<file path="src/rtl/instr_fetch_if.sv">
// Fetch-unit bundle: instruction-memory read channel, decode handshake,
// redirect input and status outputs.
interface instr_fetch_if;
  logic        imem_req;
  logic [63:0] imem_addr;
  logic        imem_ack;
  logic [31:0] imem_rdata;
  logic        instr_valid;
  logic        instr_ready;
  logic [31:0] instruction;
  logic [63:0] pc;
  logic        redirect;
  logic [63:0] redirect_pc;
  logic        halt;
  logic        fault;
  logic [31:0] fetch_count;

  modport master (
    output imem_req, imem_addr, instr_valid, instruction, pc, halt, fault, fetch_count,
    input  imem_ack, imem_rdata, instr_ready, redirect, redirect_pc
  );

  modport slave (
    input  imem_req, imem_addr, instr_valid, instruction, pc, halt, fault, fetch_count,
    output imem_ack, imem_rdata, instr_ready, redirect, redirect_pc
  );
endinterface

</file>
<file path="src/rtl/instr_fetch.sv">
// Single-outstanding instruction fetch unit: requests one word at a time,
// presents it to decode, and follows redirects, halting on an all-zero word.
module instr_fetch #(
  parameter logic [63:0] RESET_PC = 64'h0
) (
  input logic           clk,
  input logic           rst_n,
  instr_fetch_if.master bus
);

  typedef enum logic [2:0] {IDLE, REQ, VALID, HALT, FAULT} state_t;

  state_t      state_q, state_d;
  logic [63:0] fetch_pc_q, fetch_pc_d;
  logic [63:0] addr_q, addr_d;
  logic [63:0] pc_q, pc_d;
  logic [31:0] instr_q, instr_d;
  logic [31:0] count_q, count_d;
  logic        discard_q, discard_d;
  logic        halt_q, halt_d;
  logic        fault_q, fault_d;
  logic        redirect_bad;

  assign redirect_bad = bus.redirect && (bus.redirect_pc[1:0] != 2'b00);

  always_ff @(posedge clk or negedge rst_n) begin
    if (!rst_n) begin
      state_q    <= IDLE;
      fetch_pc_q <= RESET_PC;
      addr_q     <= RESET_PC;
      pc_q       <= RESET_PC;
      instr_q    <= '0;
      count_q    <= '0;
      discard_q  <= 1'b0;
      halt_q     <= 1'b0;
      fault_q    <= 1'b0;
    end else begin
      state_q    <= state_d;
      fetch_pc_q <= fetch_pc_d;
      addr_q     <= addr_d;
      pc_q       <= pc_d;
      instr_q    <= instr_d;
      count_q    <= count_d;
      discard_q  <= discard_d;
      halt_q     <= halt_d;
      fault_q    <= fault_d;
    end
  end

  // addr_q is the address of the request on the bus; fetch_pc_q may run ahead
  // of it while a redirected request is still waiting for its ack.
  always_comb begin
    state_d    = state_q;
    fetch_pc_d = fetch_pc_q;
    addr_d     = addr_q;
    pc_d       = pc_q;
    instr_d    = instr_q;
    count_d    = count_q;
    discard_d  = discard_q;
    halt_d     = halt_q;
    fault_d    = fault_q;
    unique case (state_q)
      IDLE: begin
        if (redirect_bad) begin
          state_d = FAULT;
          fault_d = 1'b1;
        end else if (bus.redirect) begin
          fetch_pc_d = bus.redirect_pc;
          addr_d     = bus.redirect_pc;
          state_d    = REQ;
        end else begin
          addr_d  = fetch_pc_q;
          state_d = REQ;
        end
      end
      REQ: begin
        if (redirect_bad) begin
          state_d = FAULT;
          fault_d = 1'b1;
        end else if (bus.imem_ack) begin
          if (bus.redirect) begin
            fetch_pc_d = bus.redirect_pc;
            addr_d     = bus.redirect_pc;
            discard_d  = 1'b0;
          end else if (discard_q) begin
            addr_d    = fetch_pc_q;
            discard_d = 1'b0;
          end else if (bus.imem_rdata == 32'h0) begin
            state_d = HALT;
            halt_d  = 1'b1;
          end else begin
            instr_d = bus.imem_rdata;
            pc_d    = fetch_pc_q;
            state_d = VALID;
          end
        end else if (bus.redirect) begin
          fetch_pc_d = bus.redirect_pc;
          discard_d  = 1'b1;
        end
      end
      VALID: begin
        if (redirect_bad) begin
          state_d = FAULT;
          fault_d = 1'b1;
        end else if (bus.redirect) begin
          fetch_pc_d = bus.redirect_pc;
          addr_d     = bus.redirect_pc;
          state_d    = REQ;
        end else if (bus.instr_ready) begin
          fetch_pc_d = fetch_pc_q + 64'd4;
          addr_d     = fetch_pc_q + 64'd4;
          count_d    = count_q + 32'd1;
          state_d    = REQ;
        end
      end
      HALT:    state_d = HALT;
      FAULT:   state_d = FAULT;
      default: state_d = IDLE;
    endcase
  end

  always_comb begin
    bus.imem_req    = (state_q == REQ);
    bus.instr_valid = (state_q == VALID);
    bus.imem_addr   = addr_q;
    bus.instruction = instr_q;
    bus.pc          = pc_q;
    bus.halt        = halt_q;
    bus.fault       = fault_q;
    bus.fetch_count = count_q;
  end

endmodule

</file>
<file path="src/flat_wrapper.sv">
// flat-port wrapper written by rule: the top's interface ports become plain ports
module instr_fetch_flat 
#(
  parameter logic [63:0] RESET_PC = 64'h0
)
  (clk, rst_n, bus_imem_req, bus_imem_addr, bus_instr_valid, bus_instruction, bus_pc, bus_halt, bus_fault, bus_fetch_count, bus_imem_ack, bus_imem_rdata, bus_instr_ready, bus_redirect, bus_redirect_pc);
  instr_fetch_if bus_i ();
  input logic clk;
  input logic rst_n;
  output wire logic [$bits(bus_i.imem_req)-1:0] bus_imem_req;
  output wire logic [$bits(bus_i.imem_addr)-1:0] bus_imem_addr;
  output wire logic [$bits(bus_i.instr_valid)-1:0] bus_instr_valid;
  output wire logic [$bits(bus_i.instruction)-1:0] bus_instruction;
  output wire logic [$bits(bus_i.pc)-1:0] bus_pc;
  output wire logic [$bits(bus_i.halt)-1:0] bus_halt;
  output wire logic [$bits(bus_i.fault)-1:0] bus_fault;
  output wire logic [$bits(bus_i.fetch_count)-1:0] bus_fetch_count;
  input wire logic [$bits(bus_i.imem_ack)-1:0] bus_imem_ack;
  input wire logic [$bits(bus_i.imem_rdata)-1:0] bus_imem_rdata;
  input wire logic [$bits(bus_i.instr_ready)-1:0] bus_instr_ready;
  input wire logic [$bits(bus_i.redirect)-1:0] bus_redirect;
  input wire logic [$bits(bus_i.redirect_pc)-1:0] bus_redirect_pc;
  assign bus_imem_req = bus_i.imem_req;
  assign bus_imem_addr = bus_i.imem_addr;
  assign bus_instr_valid = bus_i.instr_valid;
  assign bus_instruction = bus_i.instruction;
  assign bus_pc = bus_i.pc;
  assign bus_halt = bus_i.halt;
  assign bus_fault = bus_i.fault;
  assign bus_fetch_count = bus_i.fetch_count;
  assign bus_i.imem_ack = bus_imem_ack;
  assign bus_i.imem_rdata = bus_imem_rdata;
  assign bus_i.instr_ready = bus_instr_ready;
  assign bus_i.redirect = bus_redirect;
  assign bus_i.redirect_pc = bus_redirect_pc;
  instr_fetch #(.RESET_PC(RESET_PC)) u_core (.clk(clk), .rst_n(rst_n), .bus(bus_i));
endmodule
</file>
<file path="config.mk">
export PLATFORM = sky130hd
export DESIGN_NAME = instr_fetch_flat
export DESIGN_NICKNAME = d
export VERILOG_FILES = /design/src/rtl/instr_fetch_if.sv /design/src/rtl/instr_fetch.sv /design/src/flat_wrapper.sv
export SDC_FILE = /design/constraint.sdc
export NUM_CORES = 1
export LEC_CHECK = 0
export ABC_AREA = 1
export CORE_MARGIN = 10
export CORE_UTILIZATION = 50
export DETAILED_ROUTE_END_ITERATION = 10
export PLACE_DENSITY = 0.89
export SYNTH_ARGS = -nofsm -noshare
export SYNTH_HDL_FRONTEND = slang
export SYNTH_SLANG_ARGS = --single-unit
export TNS_END_PERCENT = 100
</file>
<file path="constraint.sdc">
create_clock -name clk -period 2.4 [get_ports clk]
set_input_delay 0.48 -clock clk [delete_from_list [all_inputs] [get_ports clk]]
set_output_delay 0.48 -clock clk [all_outputs]
set_load 0.1 [all_outputs]
</file>
==> metrics.yaml <==
pwr:
  powerDensity_nw_per_um2: 1610
  peakVddDrop_uv: 1400
  leakagePower_nw: 8.96
  finalPower_mw: 28.8
synth:
  synthMuxAreaShare_pct: 0
  ys_ff_latch: 262
  syn_avg_cell_area_um2: 7.14
  synth_top_family_by_area: "simple AND/OR/NAND/NOR gates"
  synthXorXnorAreaFrac_pct: 1.70
  synthFlopType: "dfrtp_1"
  synth_top_area_cell: "dfrtp_1"
  synth_nets: 2049
  synth_area_leaders: "dfrtp_1 (47%), nand2_1 (24%), nand3_1 (6.0%)"
  synth-edff-count: 0
  synthAdderAreaFrac_pct: 0.180
  yosys.area_share.simple_pct: 39.6
  synth_compound_area_share_pct: 5.15
  syn_area_um2: 13900
  synth_top_area_share_pct: 47.2
  synth_async_sr_flop_share_pct: 100
  synth_cells: 1946
  ys_warn_count: 0
  ys_types: 39
  ys_seq_area_share_pct: 47.2
worst_hold_path:
  hold_start: "u_core.bus.instruction[16]"
  min_path_type: "reg2reg"
  hold_end: "u_core.bus.instruction[16]"
  whs_path_depth: 2
final_layout:
  nNetsFinal: 2334
  mostFrequentLayoutCell: "nand2_1"
  drive_above_1_share_pct: 15.0
  fin_util_pct: 65.8
  areaGrowthSynthToFinish_pct: 28.8
  nFillCells: 2352
  layout_common_cells: "nand2_1 (876), dfrtp_1 (261), buf_4 (212)"
  diodes: 0
critical_path:
  end_kind: "primary output"
  r2r-start: "u_core.fetch_pc_q[3]"
  rr_worst_depth: 9
  critPathMaxFanout: 11
  rrSetupSlack_ns: 0.22
  cp_data_required_time_ns: 1.92
  crit_path_start_kind: "flip-flop"
  arrival_ns: 1.85
  reg2reg_to: "u_core.bus.imem_addr[12]"
  criticalPathCategory: "reg2out"
floorplanning:
  die_y_um: 187
  die-area_um2: 34900
  die_w_um: 187
  rows: 60
  core_area_um2: 27200
  start_util_pct: 51.1
  io_pins: 297
global_route:
  grt_max_degree: 65
  grt_first_pass_wirelength_mm: 76.7
  antenna_found_initial: 0
  first_global_vias: 13984
  gr-usage-all-layers_pct: 26.8
  overflow: 0
route:
  drt_pre_antenna_iters: 5
  wl_per_cell_um: 18.5
  viasPerCell: 5.45
  detail_route.iter0.violations: 1518
  wirelength_mm: 48.6
  vias: 14277
  drc: 0
  ant_nets: 0
sta:
  fin_crit_sh_pct: 97.2
  tightest_slew_ns: 0.587
  holdWs_ns: 0.471
  fin_crit_ns: 2.33
  setup_viol: 0
  setup_tns_ns: 0
  max-slew-margin-rel_pct: 60.9
  grt_setup_unrepaired: "true"
  max_freq_mhz: 429
  skew_ns: 0.00972
  final-max-slew-violation-count: 0
  hold_viol: 0
clock_network:
  cts_tree: "done"
  cts_setup_buffers: 0
  clockRootBuffer: "clkbuf_16"
  clk_latency_ns: 0.55
  cts_made_buffers: 28
  cts_num_sinks: 262
  h-tree-depth: 1
  clk_pin_slew_ns: 0.06
  cts_buffer_depth: 3
placement:
  portBuffers: 296
  place_congestion: 0.956
  place_hpwl_mm: 36.8
outcome:
  status: "complete, no violations"
flow_run:
  drv_cap: 0
logic make-up (layout without fill, tap and decap cells):
logic type	Yosys count	in the layout
adder cells (fa/ha/maj)	2	2
buffers and inverters	210	511
flip-flops	262	262
XOR/XNOR	27	27
AND/OR/NAND/NOR	1309	1309
AO/OA/AOI/OAI	136	136
worst max path at each step:
stage | from | endpoint | slack, ns | cells past startpoint
2_1_floorplan | u_core.state_q[1] | u_core.bus.instruction[0] | 0.06 | 8
3_3_place_gp | bus_imem_rdata[5] | u_core.bus.pc[23] | 0.07 | 11
3_5_place_dp | bus_imem_rdata[12] | u_core.bus.instruction[20] | -0.005 | 9
4_1_cts | u_core.state_q[0] | bus_instr_valid | 0.01 | 6
5_1_grt | u_core.state_q[2] | bus_instr_valid | -0.02 | 6
6_report | u_core.state_q[2] | bus_instr_valid | 0.07 | 6
critical path, stage by stage, from the launching register on:
cell and delay, ns:
dfrtp_2 0.46, inv_2 0.10, nand3_2 0.12, buf_6 0.18, inv_1 0.10, buf_6 0.15
buf_12 0.18
cell type report:
| class | instances | area, um2 | share of cell area, % |
|---|---|---|---|
| inverters | 134 | 505 | 2.82 |
| repair buffers | 331 | 2950 | 16.5 |
| flip-flops and latches | 262 | 6560 | 36.6 |
| clock buffers | 35 | 757 | 4.23 |
| clock inverters | 11 | 173 | 0.965 |
| well taps | 372 | 465 | 2.60 |
| multi-input cells | 1474 | 6490 | 36.3 |
cells in the mapped netlist, types with 8 or more instances:
cell,count
nand2_1,876
dfrtp_1,262
nand3_1,167
nor2_1,144
inv_1,122
o21ai_0,98
nand4_1,35
buf_2,33
clkbuf_1,31
nor3_1,22
xor2_1,22
nor2_2,19
o21ai_1,18
inv_2,11
a21oi_1,8
or2_2,8
flip-flops by register name, indices dropped and copies added, names as in the netlist:
register and count:
u_core.bus.fault 1, u_core.fetch_pc_q 64, u_core.bus.fetch_count 32, u_core.bus.halt 1, u_core.discard_q 1, u_core.bus.instruction 32, u_core.bus.pc 64, u_core.bus.imem_addr 64
u_core.state_q 3
power by group:
group / leakage, nW / total [mW] / switching (mW) / internal [mW]
registers: 3.33 / 7.97 / 1.76 / 6.21
clock network: 0.455 / 4.41 / 1.76 / 2.65
logic: 5.18 / 16.5 / 13.2 / 3.25
repair_timing:
action                                  CTS  global route
endpoints found under the setup margin    1             3
endpoints found under the hold margin    54             0
gates resized for setup                   1             4
hold buffers                              1             0
pin swaps                                 0             0
metrics by stage:
| step | cell area, um2 | instances | worst slack [ns] |
|---|---|---|---|
| 3_5_place_dp | 16900 | 2572 | -0.00485 |
| 4_1_cts | 17900 | 2619 | 0.0106 |
| 6_report | 17900 | 2619 | 0.0668 |
| 2_1_floorplan | 13900 | 1946 | 0.0564 |
| 5_1_grt | 17900 | 2619 | -0.0196 |
| 3_3_place_gp | 16900 | 2572 | 0.0675 |
routing by layer:
metal	wire length [um]	part of all wire (%)	track usage [%]
met1	20200	42	35.2
met2	22500	46	43.3
met3	4230	8.7	6.05
met4	1550	3.2	8.16
met5	0	0	0
(Power assumes the default switching activity.)
==> edit (config.mk and constraints unchanged) <==
Take the reset off `instr_q` and load it in a clocked block of its own.
--- a/src/rtl/instr_fetch.sv
+++ b/src/rtl/instr_fetch.sv
@@ -30,5 +30,4 @@
       addr_q     <= RESET_PC;
       pc_q       <= RESET_PC;
-      instr_q    <= '0;
       count_q    <= '0;
       discard_q  <= 1'b0;
@@ -40,5 +39,4 @@
       addr_q     <= addr_d;
       pc_q       <= pc_d;
-      instr_q    <= instr_d;
       count_q    <= count_d;
       discard_q  <= discard_d;
@@ -46,4 +44,8 @@
       fault_q    <= fault_d;
     end
+  end
+
+  always_ff @(posedge clk) begin
+    instr_q <= instr_d;
   end
 
Formal check against the unedited RTL: not equivalent (a bounded check fails within 4 cycles, from zero or initial values and one cycle with rst_n low; the reset may be asserted at any time).
==> edit against the unedited design <==
  * Power is 11% lower
  * Setup slack improved by 0.073 ns
  * Cell count down 12%
  * Wire length is 9.6% lower
  * Hold slack got worse by 0.012 ns
  * Global-route usage fell by 1.1 points
  * Design area fell by 4.7%
  * Sequential cell count is the same
  * Area after synthesis down 6.1%
  * Combinational power decreased by 18%
  * Utilization rose by 0.14 points
  * Via count shrank 11%
==> edit: results (changes against the unedited design) <==
* Drt pass-1 iters at 6 (+1)
* Clock share of power at 0.189 (+0.036)
* Top cells by count, synth: 616 x nand2_1, 230 x dfrtp_1, 144 x o21ai_0
* Wirelength per Cell at 19.0 um (+2.5%)
* Top Family by Delay on Critical Path: simple AND/OR/NAND/NOR gates
* Placer congestion estimate at 0.932 (-2.5%)
* Net Sw Frac at 0.543 (-0.0373)
* Post-DP HPWL at 32800 um (-11%)
* Largest net degree at the start of global routing at 68 (+4.6%)
* Int Power at 11800 uW (-2.6%)
* Via-per-instance ratio at 5.53 (+1.4%)
* Asr flop ratio synth at 0.878 (-0.122)
* Post-synth EDFFs at 32 (+32)
* Slowest stage cell on the critical path: dfrtp_1
* First-pass GRT wire length at 69100 um (-10%)
* CP arrival at 2.73 ns (+0.88 ns)
* Seq pwr share at 0.288 (+0.012)
* Total GRT Usage at 0.257 (-0.0111)
* Fin Hold WS at 0.458 ns (-0.0125 ns)
* VDD IR-drop max at 1.20 mV (-14%)
* Headroom to the max-slew limit at 0.636 (+0.0272)
* Run status: complete, no violations
* 1st-iter DRT viols at 1298 (-14%)
* Path depth of the worst reg2reg path at 12 (+3)
* Seq/Total Area, Yosys at 0.515 (+0.0430)
* Vias in the first global route at 12600 (-10%)
* Layout net count at 2057 (-12%)
* Top cells by area, synth: dfrtp_1 44%, nand2_1 18%, edfxtp_1 7.4%, o21ai_0 5.5%, inv_1 3.8%
* Share of cells above drive strength 1 at 0.164 (+0.0131)
* Post-place setup slack at 0.104 ns (+0.109 ns)
* Hold crit path type: input pin to asynchronous set/reset pin
* Clock skew at 0.0130 ns (+0.00329 ns)
[edit: changes by cell type after synthesis, moves of 7 or more]
| cell | change |
|---|---|
| nand2_1 | -260 |
| nand3_1 | -94 |
| o21ai_0 | +46 |
| o21ai_1 | +35 |
| dfrtp_1 | -32 |
| edfxtp_1 | +32 |
| nor2_1 | -19 |
| buf_2 | -14 |
| nor2_2 | -12 |
| nor3_1 | +11 |
| clkbuf_1 | -10 |
| inv_1 | +10 |
| buf_4 | +7 |
[edit: final cells by class]
class | count | area (um^2)
fillers | 2098 | 8790
flip-flops and latches | 262 | 6720
multi-input cells | 1196 | 5500
repair buffers | 325 | 2830
clock buffers | 38 | 800
inverters | 141 | 532
well taps | 335 | 419
clock inverters | 13 | 249
[edit: what timing repair did]
action	4_1_cts	5_1_grt
setup endpoints to repair	0	3
hold endpoints to repair	51	0
hold buffers	1	0
buffers inserted	0	0
resized for setup	0	1
[edit: per-layer routing]
layer / vias to the layer above / wire (um) / GRT usage
met5: - / 27 / 0
met4: 4 / 1280 / 0.0784
met3: 109 / 4310 / 0.0678
met2: 685 / 20500 / 0.416
met1: 6019 / 17800 / 0.331
li1: 5954 / - / -
[edit: logic make-up (layout without fill, tap and decap cells)]
logic type / Yosys count / in the layout / synth area share
XOR/XNOR: 31 / 31 / 0.0208
buffers and inverters: 199 / 517 / 0.0640
adder cells (fa/ha/maj): 2 / 2 / 0.00192
AO/OA/AOI/OAI: 227 / 227 / 0.0912
flip-flops: 262 / 262 / 0.515
AND/OR/NAND/NOR: 933 / 933 / 0.305
multiplexers: 3 / 3 / 0.00230
[edit: metrics by stage]
stage,TNS (ns),instances
after global routing,0,2310
after CTS,0,2310
after global placement,0,2258
final,0,2310
after floorplan,-27.86,1657
after detailed placement,0,2258
